<file path="src/rtl/mips_pkg.sv">
// Opcode constants and request-kind codes shared by the instruction encoder and the main decoder.
package mips_pkg;

    localparam logic [5:0] OP_RTYPE = 6'b000000;
    localparam logic [5:0] OP_LW    = 6'b100011;
    localparam logic [5:0] OP_SW    = 6'b101011;
    localparam logic [5:0] OP_BEQ   = 6'b000100;
    localparam logic [5:0] OP_ADDI  = 6'b001000;
    localparam logic [5:0] OP_J     = 6'b000010;

    // Codes 6 and 7 are deliberately left unnamed: they are the illegal kinds.
    typedef enum logic [2:0] {
        KIND_RTYPE = 3'd0,
        KIND_LW    = 3'd1,
        KIND_SW    = 3'd2,
        KIND_BEQ   = 3'd3,
        KIND_ADDI  = 3'd4,
        KIND_J     = 3'd5
    } kind_e;

endpackage

</file>
<file path="src/rtl/instr_encoder_if.sv">
// Request bus into the encoder and write bus out to instruction memory.
// Both directions use valid/ready: a beat transfers in the cycle where valid and ready are both 1;
// a source keeps its payload stable while valid=1 and ready=0.
interface instr_encoder_if #(parameter int AW = 32);

    logic          in_valid;
    logic          in_ready;
    logic [2:0]    in_kind;
    logic [4:0]    in_rs;
    logic [4:0]    in_rt;
    logic [4:0]    in_rd;
    logic [4:0]    in_shamt;
    logic [5:0]    in_funct;
    logic [15:0]   in_imm;
    logic [25:0]   in_target;
    logic          load_base;
    logic [AW-1:0] base_addr;
    logic          imem_we;
    logic          imem_ready;
    logic [AW-1:0] imem_addr;
    logic [31:0]   imem_wd;

    modport master (
        output in_valid, in_kind, in_rs, in_rt, in_rd, in_shamt, in_funct, in_imm, in_target,
        output load_base, base_addr, imem_ready,
        input  in_ready, imem_we, imem_addr, imem_wd
    );

    modport slave (
        input  in_valid, in_kind, in_rs, in_rt, in_rd, in_shamt, in_funct, in_imm, in_target,
        input  load_base, base_addr, imem_ready,
        output in_ready, imem_we, imem_addr, imem_wd
    );

endinterface

</file>
<file path="src/rtl/instr_encoder_sync_fifo.sv">
// Single-clock FIFO with a synchronous reset; occupancy is tracked with a count.
module sync_fifo #(
    parameter int WIDTH = 32,
    parameter int DEPTH = 4
) (
    input  logic             clk,
    input  logic             reset,
    input  logic             push,
    input  logic             pop,
    input  logic [WIDTH-1:0] din,
    output logic [WIDTH-1:0] dout,
    output logic             full,
    output logic             empty
);

    localparam int PW = $clog2(DEPTH);

    logic [WIDTH-1:0] mem [DEPTH];
    logic [PW-1:0]    wr_ptr;
    logic [PW-1:0]    rd_ptr;
    logic [PW:0]      count;
    logic             wr_en;
    logic             rd_en;

    // A push while full is dropped even if a pop happens in the same cycle.
    assign wr_en = push && !full;
    assign rd_en = pop && !empty;
    assign full  = (count == (PW+1)'(DEPTH));
    assign empty = (count == '0);
    assign dout  = mem[rd_ptr];

    always_ff @(posedge clk) begin
        if (reset) begin
            wr_ptr <= '0;
            rd_ptr <= '0;
            count  <= '0;
        end else begin
            if (wr_en) begin
                mem[wr_ptr] <= din;
                wr_ptr      <= wr_ptr + PW'(1);
            end
            if (rd_en) begin
                rd_ptr <= rd_ptr + PW'(1);
            end
            case ({wr_en, rd_en})
                2'b10:   count <= count + (PW+1)'(1);
                2'b01:   count <= count - (PW+1)'(1);
                default: count <= count;
            endcase
        end
    end

endmodule

</file>
<file path="src/rtl/instr_encoder.sv">
// Encodes field-level requests into MIPS instruction words, queues them, and writes them to
// instruction memory at consecutive word addresses.
module instr_encoder
    import mips_pkg::*;
#(
    parameter int AW    = 32,
    parameter int DEPTH = 4
) (
    input  logic          clk,
    input  logic          reset,
    instr_encoder_if.slave bus,
    output logic          err,
    output logic [15:0]   wr_count
);

    logic [31:0]   enc_word;
    logic          legal;
    logic [31:0]   head;
    logic          full;
    logic          empty;
    logic          accept;
    logic          push;
    logic          pop;
    logic [AW-1:0] addr;

    always_comb begin
        enc_word = '0;
        legal    = 1'b1;
        case (bus.in_kind)
            KIND_RTYPE: enc_word = {OP_RTYPE, bus.in_rs, bus.in_rt, bus.in_rd, bus.in_shamt, bus.in_funct};
            KIND_LW:    enc_word = {OP_LW,   bus.in_rs, bus.in_rt, bus.in_imm};
            KIND_SW:    enc_word = {OP_SW,   bus.in_rs, bus.in_rt, bus.in_imm};
            KIND_BEQ:   enc_word = {OP_BEQ,  bus.in_rs, bus.in_rt, bus.in_imm};
            KIND_ADDI:  enc_word = {OP_ADDI, bus.in_rs, bus.in_rt, bus.in_imm};
            KIND_J:     enc_word = {OP_J,    bus.in_target};
            default:    legal    = 1'b0;
        endcase
    end

    // Illegal requests are still consumed so the requester never stalls on them.
    assign accept = bus.in_valid && !full;
    assign push   = accept && legal;
    assign pop    = !empty && bus.imem_ready;

    sync_fifo #(
        .WIDTH (32),
        .DEPTH (DEPTH)
    ) u_fifo (
        .clk   (clk),
        .reset (reset),
        .push  (push),
        .pop   (pop),
        .din   (enc_word),
        .dout  (head),
        .full  (full),
        .empty (empty)
    );

    assign bus.in_ready  = !full;
    assign bus.imem_we   = !empty;
    assign bus.imem_wd   = head;
    assign bus.imem_addr = addr;

    // A base load wins over the post-write increment; the completing write already used the old address.
    always_ff @(posedge clk) begin
        if (reset) begin
            addr     <= '0;
            err      <= 1'b0;
            wr_count <= '0;
        end else begin
            if (bus.load_base) begin
                addr <= bus.base_addr & ~AW'(3);
            end else if (pop) begin
                addr <= addr + AW'(4);
            end
            if (accept && !legal) begin
                err <= 1'b1;
            end
            if (pop) begin
                wr_count <= wr_count + 16'd1;
            end
        end
    end

endmodule
</file>
<file path="src/flat_wrapper.sv">
// flat-port wrapper written by rule: the top's interface ports become plain ports
module instr_encoder_flat import mips_pkg::*;
#(
    parameter int AW    = 32,
    parameter int DEPTH = 4
)
  (clk, reset, err, wr_count, bus_in_valid, bus_in_kind, bus_in_rs, bus_in_rt, bus_in_rd, bus_in_shamt, bus_in_funct, bus_in_imm, bus_in_target, bus_load_base, bus_base_addr, bus_imem_ready, bus_in_ready, bus_imem_we, bus_imem_addr, bus_imem_wd);
  instr_encoder_if #(.AW(AW)) bus_i ();
  input  logic clk;
  input  logic reset;
  output logic err;
  output logic [15:0] wr_count;
  input wire logic [$bits(bus_i.in_valid)-1:0] bus_in_valid;
  input wire logic [$bits(bus_i.in_kind)-1:0] bus_in_kind;
  input wire logic [$bits(bus_i.in_rs)-1:0] bus_in_rs;
  input wire logic [$bits(bus_i.in_rt)-1:0] bus_in_rt;
  input wire logic [$bits(bus_i.in_rd)-1:0] bus_in_rd;
  input wire logic [$bits(bus_i.in_shamt)-1:0] bus_in_shamt;
  input wire logic [$bits(bus_i.in_funct)-1:0] bus_in_funct;
  input wire logic [$bits(bus_i.in_imm)-1:0] bus_in_imm;
  input wire logic [$bits(bus_i.in_target)-1:0] bus_in_target;
  input wire logic [$bits(bus_i.load_base)-1:0] bus_load_base;
  input wire logic [$bits(bus_i.base_addr)-1:0] bus_base_addr;
  input wire logic [$bits(bus_i.imem_ready)-1:0] bus_imem_ready;
  output wire logic [$bits(bus_i.in_ready)-1:0] bus_in_ready;
  output wire logic [$bits(bus_i.imem_we)-1:0] bus_imem_we;
  output wire logic [$bits(bus_i.imem_addr)-1:0] bus_imem_addr;
  output wire logic [$bits(bus_i.imem_wd)-1:0] bus_imem_wd;
  assign bus_i.in_valid = bus_in_valid;
  assign bus_i.in_kind = bus_in_kind;
  assign bus_i.in_rs = bus_in_rs;
  assign bus_i.in_rt = bus_in_rt;
  assign bus_i.in_rd = bus_in_rd;
  assign bus_i.in_shamt = bus_in_shamt;
  assign bus_i.in_funct = bus_in_funct;
  assign bus_i.in_imm = bus_in_imm;
  assign bus_i.in_target = bus_in_target;
  assign bus_i.load_base = bus_load_base;
  assign bus_i.base_addr = bus_base_addr;
  assign bus_i.imem_ready = bus_imem_ready;
  assign bus_in_ready = bus_i.in_ready;
  assign bus_imem_we = bus_i.imem_we;
  assign bus_imem_addr = bus_i.imem_addr;
  assign bus_imem_wd = bus_i.imem_wd;
  instr_encoder #(.AW(AW), .DEPTH(DEPTH)) u_core (.clk(clk), .reset(reset), .bus(bus_i), .err(err), .wr_count(wr_count));
endmodule
</file>
<file path="config.mk">
export PLATFORM = sky130hd
export DESIGN_NAME = instr_encoder_flat
export DESIGN_NICKNAME = d
export VERILOG_FILES = /design/src/rtl/mips_pkg.sv /design/src/rtl/instr_encoder_if.sv /design/src/rtl/instr_encoder_sync_fifo.sv /design/src/rtl/instr_encoder.sv /design/src/flat_wrapper.sv
export SDC_FILE = /design/constraint.sdc
export NUM_CORES = 1
export LEC_CHECK = 0
export ABC_CLOCK_PERIOD_IN_PS = 13000
export CELL_PAD_IN_SITES_DETAIL_PLACEMENT = 0
export CELL_PAD_IN_SITES_GLOBAL_PLACEMENT = 1
export CORE_MARGIN = 2
export CORE_UTILIZATION = 44
export DETAILED_ROUTE_END_ITERATION = 12
export PLACE_DENSITY_LB_ADDON = 0.2
export SYNTH_ARGS = -nofsm -noshare
export SYNTH_HDL_FRONTEND = slang
export SYNTH_HIERARCHICAL = 1
export SYNTH_SLANG_ARGS = --single-unit
</file>
<file path="constraint.sdc">
create_clock -name clk -period 13 [get_ports clk]
set_clock_uncertainty 0.15 [all_clocks]
set_input_delay 3.25 -clock clk [delete_from_list [all_inputs] [get_ports clk]]
set_output_delay 3.25 -clock clk [all_outputs]
set_load 0.1 [all_outputs]
</file>
* After elaboration in Yosys (flattened, before gate mapping)
Memories as Yosys holds them, arrays and structs flattened. A register that Yosys moved wholly into a read port is not among the register bits. Index checks and enable logic that the tools add are counted.
Word-level totals: output and inout bits 83, logic and storage cells 47, RAM bits 128, ROM bits 0, memories kept 1, register bits 56, input bits 108, bits in latches 0
Memory list:
- u_core.u_fifo.mem | depth 4, bits a word 32, rd ports 1, clocked after Yosys merged registers in 1, write ports 1, line instr_encoder_sync_fifo.sv:18 | logic [WIDTH-1:0] mem [DEPTH];
Operators by class: $lt $le $gt $ge 0, bitwise logic cells 0, reduce and logical (&&, ||, !) cells 15, eq/ne operators 8, divide/modulo/power cells 0, shifts and indexed selects 0, multiply operators 0, mux-type cells 10, add/subtract/negate cells 6
Operators with widths (number):
- 32-bit case mux with 6 select lines | 1
- 32-bit 2-to-1 mux | 2
- 32-bit by 3-bit adder with 32-bit output (second input constant) | 1
- 16-bit by 1-bit adder with 16-bit output (second input constant) | 1
- 3-bit == test (second input constant) | 3
- 3-bit by 2-bit == test with 1-bit output (second input constant) | 2
- 1-bit logical AND | 6
- 3-bit zero test | 2
- 3-bit case mux with 2 select lines | 1
- 6-bit OR reduction | 1
- 2-bit by 1-bit adder with 2-bit output (second input constant) | 2
- 1-bit 2-to-1 mux | 4
- 2-bit 2-to-1 mux | 2
- 2-bit nonzero test | 2
- 3-bit by 1-bit adder with 3-bit output (second input constant) | 1
- 3-bit by 1-bit == test with 1-bit output (second input constant) | 1
- 1-bit zero test | 3
- 3-bit by 1-bit subtractor with 3-bit output (second input constant) | 1
- 2-bit by 1-bit == test with 1-bit output (second input constant) | 1
- 2-bit == test (second input constant) | 1
- 2-bit OR reduction | 1

* Longest topological paths before layout
depth after elaboration 8, mapped depth 12, mapped depth without buffers 11

* By module
Netlist, hierarchy kept.
By module, submodules not included:
- sync_fifo | area an instance 5144.9 um2, times used 1, seq. area each 4023.9 um2, cells an instance 221
- instr_encoder | area an instance 3522.1 um2, times used 1, seq. area each 940.9 um2, cells an instance 475

* Worst setup path before layout
OpenSTA, ideal clock, no wires.
path type input -> register, start input port bus_in_kind[2], end memory u_core.u_fifo.mem[1][0] (enable), arrival time 6.529 ns, setup time 0.468 ns, buffers on the path 3, stages 7, data required time 12.382 ns, setup slack 5.853 ns, cells stage by stage clkbuf_1 -> clkbuf_1 -> nand2_1 -> and3_1 -> nand2b_1 -> buf_4 -> nor3b_1
Between the ends: longest elaborated chain between the ends 8, elaborated cells between the ends (all ways) 13, classes of those cells eq/ne (5); mux (4); reduce/logical (4)
Ends and longest elaborated chain:
- start, declared | line flat_wrapper.sv:14 | input wire logic [$bits(bus_i.in_kind)-1:0] bus_in_kind;
- 3-bit by 1-bit == test with 1-bit output, or another cell as far along | line instr_encoder.sv:29 | case (bus.in_kind)
- 6-bit OR reduction (no source line) (*)
- 1-bit 2-to-1 mux (*) | line instr_encoder.sv:29
- 1-bit logical AND (*) | line instr_encoder.sv:42 | assign push = accept && legal;
- named net u_core.push | line instr_encoder.sv:22 | logic push;
- 1-bit logical AND (*) | line instr_encoder_sync_fifo.sv:26 | assign wr_en = push && !full;
- 1-bit 2-to-1 mux (*) | line instr_encoder_sync_fifo.sv:38 | if (wr_en) begin
- 1-bit 2-to-1 mux (*) | line instr_encoder_sync_fifo.sv:33 | if (reset) begin
- 1-bit 2-to-1 mux (implied by the code) (*) | line instr_encoder_sync_fifo.sv:39 | mem[wr_ptr] <= din;
- end, declared | line instr_encoder_sync_fifo.sv:18
The timed path passes the listed nets; every way through them passes the cells marked *.

==> flow_summary.html <==
<table>
<tr><th>Metric</th><th>Value</th></tr>
<tr><th colspan="2">Timing</th></tr>
<tr><td>Post-layout min period</td><td>approximately 6.3 ns</td></tr>
<tr><td>Final Cycle Share</td><td>48.8%</td></tr>
<tr><td>Total count of hold-check failures in the final report</td><td>0</td></tr>
<tr><td>Pin slew with the least headroom to its limit</td><td>1.04 ns</td></tr>
<tr><td>Final count of negative-setup-slack endpoints</td><td>0</td></tr>
<tr><td>TNS Setup</td><td>0 ns</td></tr>
<tr><td>Slew headroom</td><td>a little under a third</td></tr>
<tr><td>Number of max-slew violations in the final report</td><td>0</td></tr>
<tr><td>Timing-limited maximum frequency</td><td>158 MHz</td></tr>
<tr><td>RSZ-0062 raised after global routing</td><td>no</td></tr>
<tr><th colspan="2">Flow run</th></tr>
<tr><td>Max-cap violations</td><td>0</td></tr>
<tr><th colspan="2">Synth</th></tr>
<tr><td>Async set or reset register ratio after synthesis</td><td>0%</td></tr>
<tr><td>Main flop type after synthesis</td><td>sky130_fd_sc_hd__edfxtp_1</td></tr>
<tr><td>Number of synthesis warnings</td><td>6</td></tr>
<tr><td>Sequential area share after synthesis</td><td>a little under three fifths</td></tr>
<tr><td>Number of distinct library cells after synthesis</td><td>66</td></tr>
<tr><td>Synth Register Bits</td><td>184</td></tr>
<tr><td>Mean cell area of the mapped netlist</td><td>12.5 um2</td></tr>
<tr><td>Synthesized instance count</td><td>696</td></tr>
<tr><td>Number of synthesized flops with an enable pin</td><td>128</td></tr>
<tr><td>Post-synth design cell area</td><td>a little under 9000 um2</td></tr>
<tr><th colspan="2">Worst setup path</th></tr>
<tr><td>Arrival @ worst endpoint</td><td>2.94 ns</td></tr>
<tr><td>Worst EP required</td><td>~9.6 ns</td></tr>
<tr><td>Endpoint of the most critical setup path</td><td>bus_imem_wd[17]</td></tr>
<tr><td>Reg2reg start</td><td>u_core/u_fifo/count[0]</td></tr>
<tr><td>Register-to-Register Setup Slack</td><td>10.01 ns</td></tr>
<tr><td>Cell-by-cell listing of the critical path</td><td>buf_4 -&gt; mux4_1 -&gt; clkdlybuf4s50_1</td></tr>
<tr><td>Startpoint kind of the worst setup timing path</td><td>flop</td></tr>
<tr><td>Library cell contributing the largest single delay on the critical path</td><td>sky130_fd_sc_hd__clkdlybuf4s50_1</td></tr>
<tr><td>Critical path class</td><td>flop to output port</td></tr>
<tr><td>Endpoint class of the critical path</td><td>output port</td></tr>
<tr><td>Register-to-Register Path Depth</td><td>12</td></tr>
<tr><td>Max FO, Critical Path</td><td>32</td></tr>
<tr><td>Reg2Reg Capture Point</td><td>u_core/u_fifo/count[2]</td></tr>
<tr><td>Delay contributed by the slowest stage of the critical path</td><td>0.99 ns</td></tr>
<tr><th colspan="2">Drt</th></tr>
<tr><td>Number of vias per cell</td><td>5.58</td></tr>
<tr><td>Total via count after detailed routing</td><td>around 6.4k</td></tr>
<tr><td>Number of design rule violations left after detail routing</td><td>0</td></tr>
<tr><td>Number of nets still failing antenna checks after routing</td><td>0</td></tr>
<tr><td>DR WL/cell</td><td>18.3 um</td></tr>
<tr><td>Post-detailed-routing wire length</td><td>21100 um</td></tr>
<tr><td>Pre-antenna DRT Iters</td><td>6</td></tr>
<tr><td>Detailed router's first-iteration violation count</td><td>398</td></tr>
<tr><th colspan="2">Clock tree</th></tr>
<tr><td>Number of sinks handled by clock tree synthesis</td><td>184</td></tr>
<tr><td>Clk_lat worst skew</td><td>0.43 ns</td></tr>
<tr><td>Clock Path Buffers</td><td>2</td></tr>
<tr><td>Cts hold-fix bufs</td><td>0</td></tr>
<tr><td>Clock-pin slew reported for the worst setup and hold paths after clock tree synthesis</td><td>0.06 ns</td></tr>
<tr><td>TritonCTS Buffers</td><td>17</td></tr>
<tr><td>Number of setup buffers added after CTS</td><td>0</td></tr>
<tr><td>Clock tree from TritonCTS</td><td>built</td></tr>
<tr><td>Clock Root Buffer</td><td>sky130_fd_sc_hd__clkbuf_16</td></tr>
<tr><td>Post-CTS resize count</td><td>0</td></tr>
<tr><td>Number of levels in the clock H-tree</td><td>4</td></tr>
<tr><th colspan="2">Floorplan</th></tr>
<tr><td>Total die area</td><td>20800 um2</td></tr>
<tr><td>Boundary pin count</td><td>191</td></tr>
<tr><td>Area of the core</td><td>19400 um2</td></tr>
<tr><td>Number of placement rows</td><td>a little over 50</td></tr>
<tr><td>Die outline width</td><td>approximately 140 um</td></tr>
<tr><td>Die outline height</td><td>144 um</td></tr>
<tr><td>Starting Density</td><td>44.7%</td></tr>
<tr><th colspan="2">Pwr</th></tr>
<tr><td>Power, Total</td><td>1560 uW</td></tr>
<tr><td>Power per cell area</td><td>around 140 nW/um2</td></tr>
<tr><td>Leak</td><td>roughly 0.0039 uW</td></tr>
<tr><td>Worst voltage drop across the vdd grid</td><td>0.0952 mV</td></tr>
<tr><th colspan="2">GRT</th></tr>
<tr><td>Maximum number of pins on one net before global-route repair</td><td>60</td></tr>
<tr><td>Global-route usage over all layers</td><td>20.4%</td></tr>
<tr><td>Vias in the first global route</td><td>6410</td></tr>
<tr><td>Residual overflow from global routing</td><td>0</td></tr>
<tr><td>Wire length of the first global-routing pass</td><td>approximately 33000 um</td></tr>
<tr><td>Antenna violations before repair</td><td>0</td></tr>
<tr><th colspan="2">Placement</th></tr>
<tr><td>Placed Cells incl. Taps</td><td>1122</td></tr>
<tr><td>Count of port buffers added during placement</td><td>186</td></tr>
<tr><td>Placed wire-length estimate</td><td>14000 um</td></tr>
<tr><td>Final estimated routing congestion in global placement</td><td>0.835</td></tr>
<tr><th colspan="2">Cells and area</th></tr>
<tr><td>P&amp;R area growth vs syn</td><td>30.8%</td></tr>
<tr><td>Finished Layout Cells</td><td>roughly 1.2k</td></tr>
<tr><td>Nets</td><td>~990</td></tr>
<tr><td>Diode count</td><td>0</td></tr>
<tr><td>Proportion of layout cells with a drive suffix above 1</td><td>between 10% and 20%</td></tr>
<tr><th colspan="2">Status</th></tr>
<tr><td>Status</td><td>complete, no violations</td></tr>
<tr><th colspan="2">Min path</th></tr>
<tr><td>Start point of the worst min-delay path</td><td>u_core/u_fifo/rd_ptr[1]</td></tr>
<tr><td>Class of the worst hold path</td><td>flop to flop</td></tr>
</table>
## area by class of cell
| class | instances | area [um2] |
|---|---|---|
| Clock buffer | 17 | 425 |
| Sequential cell | 184 | 4970 |
| Multi-Input combinational cell | 427 | 3330 |
| Inverter | 46 | 173 |
| Tap cell | 265 | 332 |
| Timing Repair Buffer | 200 | 1960 |
| Clock inverter | 15 | 150 |
| Fill cell | 1613 | 8060 |
## Yosys cell counts (all sizes together), types with 11 or more instances
master	n	share of area [%]
a21oi	15	0.87
a221o	16	1.8
and3	13	0.94
buf	14	1.4
clkbuf	30	1.3
dfxtp	56	13
edfxtp	128	44
inv	44	1.9
mux2i	17	2.0
mux4	32	8.4
nand2	41	1.8
nand3	21	1.2
nand4	18	1.4
nor2	58	2.5
o21ai	26	1.5
or3	11	0.79
xor2	12	1.2
## how the worst min path moves through the flow
stage / to / slack [ns] / cells past startpoint
finish: flop / 0.34 / 2
global route: u_core/err / 0.39 / 2
CTS: flop / 0.34 / 2
detailed placement: flop / 0.33 / 2
global placement: u_core/wr_count[15] / 0.31 / 2
floorplan: flop / 0.31 / 2
## layer usage
metal	GRT usage, %	up-vias	share of wire, %
li1	-	3039	-
met1	25.5	3201	43
met2	35.1	180	50
met3	5.36	16	5.6
met4	5.62	0	0.95
met5	0	-	0
## cells by family after synthesis
| family | Yosys count | share of synthesized area [%] |
|---|---|---|
| simple gates | 215 | 13.2 |
| buf+inv | 90 | 4.72 |
| mux | 50 | 10.5 |
| fa+ha+maj | 8 | 1.24 |
| compound gates | 126 | 10.8 |
| xor+xnor | 22 | 2.22 |
| other cells | 1 | 0.0433 |
| flops | 184 | 57.3 |
## power by group
group | switching (uW) | total [uW] | internal [uW]
clock network | 241 | 497 | 256
logic | 265 | 387 | 122
registers | 18.2 | 672 | 654
## stage by stage
step | cell area, um2 | worst slack, ns | hold WS [ns] | utilization (%)
after CTS | 11300 | 6.59 | 0.343 | 58.4
final | 11300 | 6.66 | 0.340 | 58.4
after global routing | 11300 | 6.52 | 0.388 | 58.4
after detailed placement | 10800 | 6.88 | 0.327 | 55.5
after floorplan | 8690 | 5.85 | 0.309 | -
after global placement | 10800 | 6.94 | 0.314 | 55.5
## state kept, by name, summed over array words and instances (netlist names), named ones only
name                  flops
u_core/u_fifo/mem       128
u_core/bus.imem_addr     30
u_core/wr_count          16
u_core/u_fifo/wr_ptr      2
u_core/u_fifo/rd_ptr      2
u_core/err                1
u_core/u_fifo/count       3
## critical path, delay by kind of cell (launching register included)
kind	cells	cell delay, ns
flip-flops	1	0.31
buffers and inverters	2	1.50
multiplexers	1	0.68
## cell usage in the layout (no fill, tap or decap), drive strengths merged, types with 7 or more instances in the layout
| cell type | count |
|---|---|
| a211oi | 9 |
| a21oi | 15 |
| a221o | 16 |
| a2bb2oi | 10 |
| a311oi | 8 |
| and3 | 13 |
| buf | 16 |
| clkbuf | 17 |
| clkdlybuf4s50 | 184 |
| dfxtp | 56 |
| edfxtp | 128 |
| ha | 7 |
| inv | 53 |
| mux2i | 17 |
| mux4 | 32 |
| nand2 | 41 |
| nand3 | 21 |
| nand4 | 18 |
| nor2 | 58 |
| nor4 | 9 |
| o21ai | 26 |
| o22ai | 10 |
| o31ai | 7 |
| or3 | 11 |
| or4 | 8 |
| xnor2 | 10 |
| xor2 | 12 |
No activity file was read; power rests on OpenSTA's default activity.
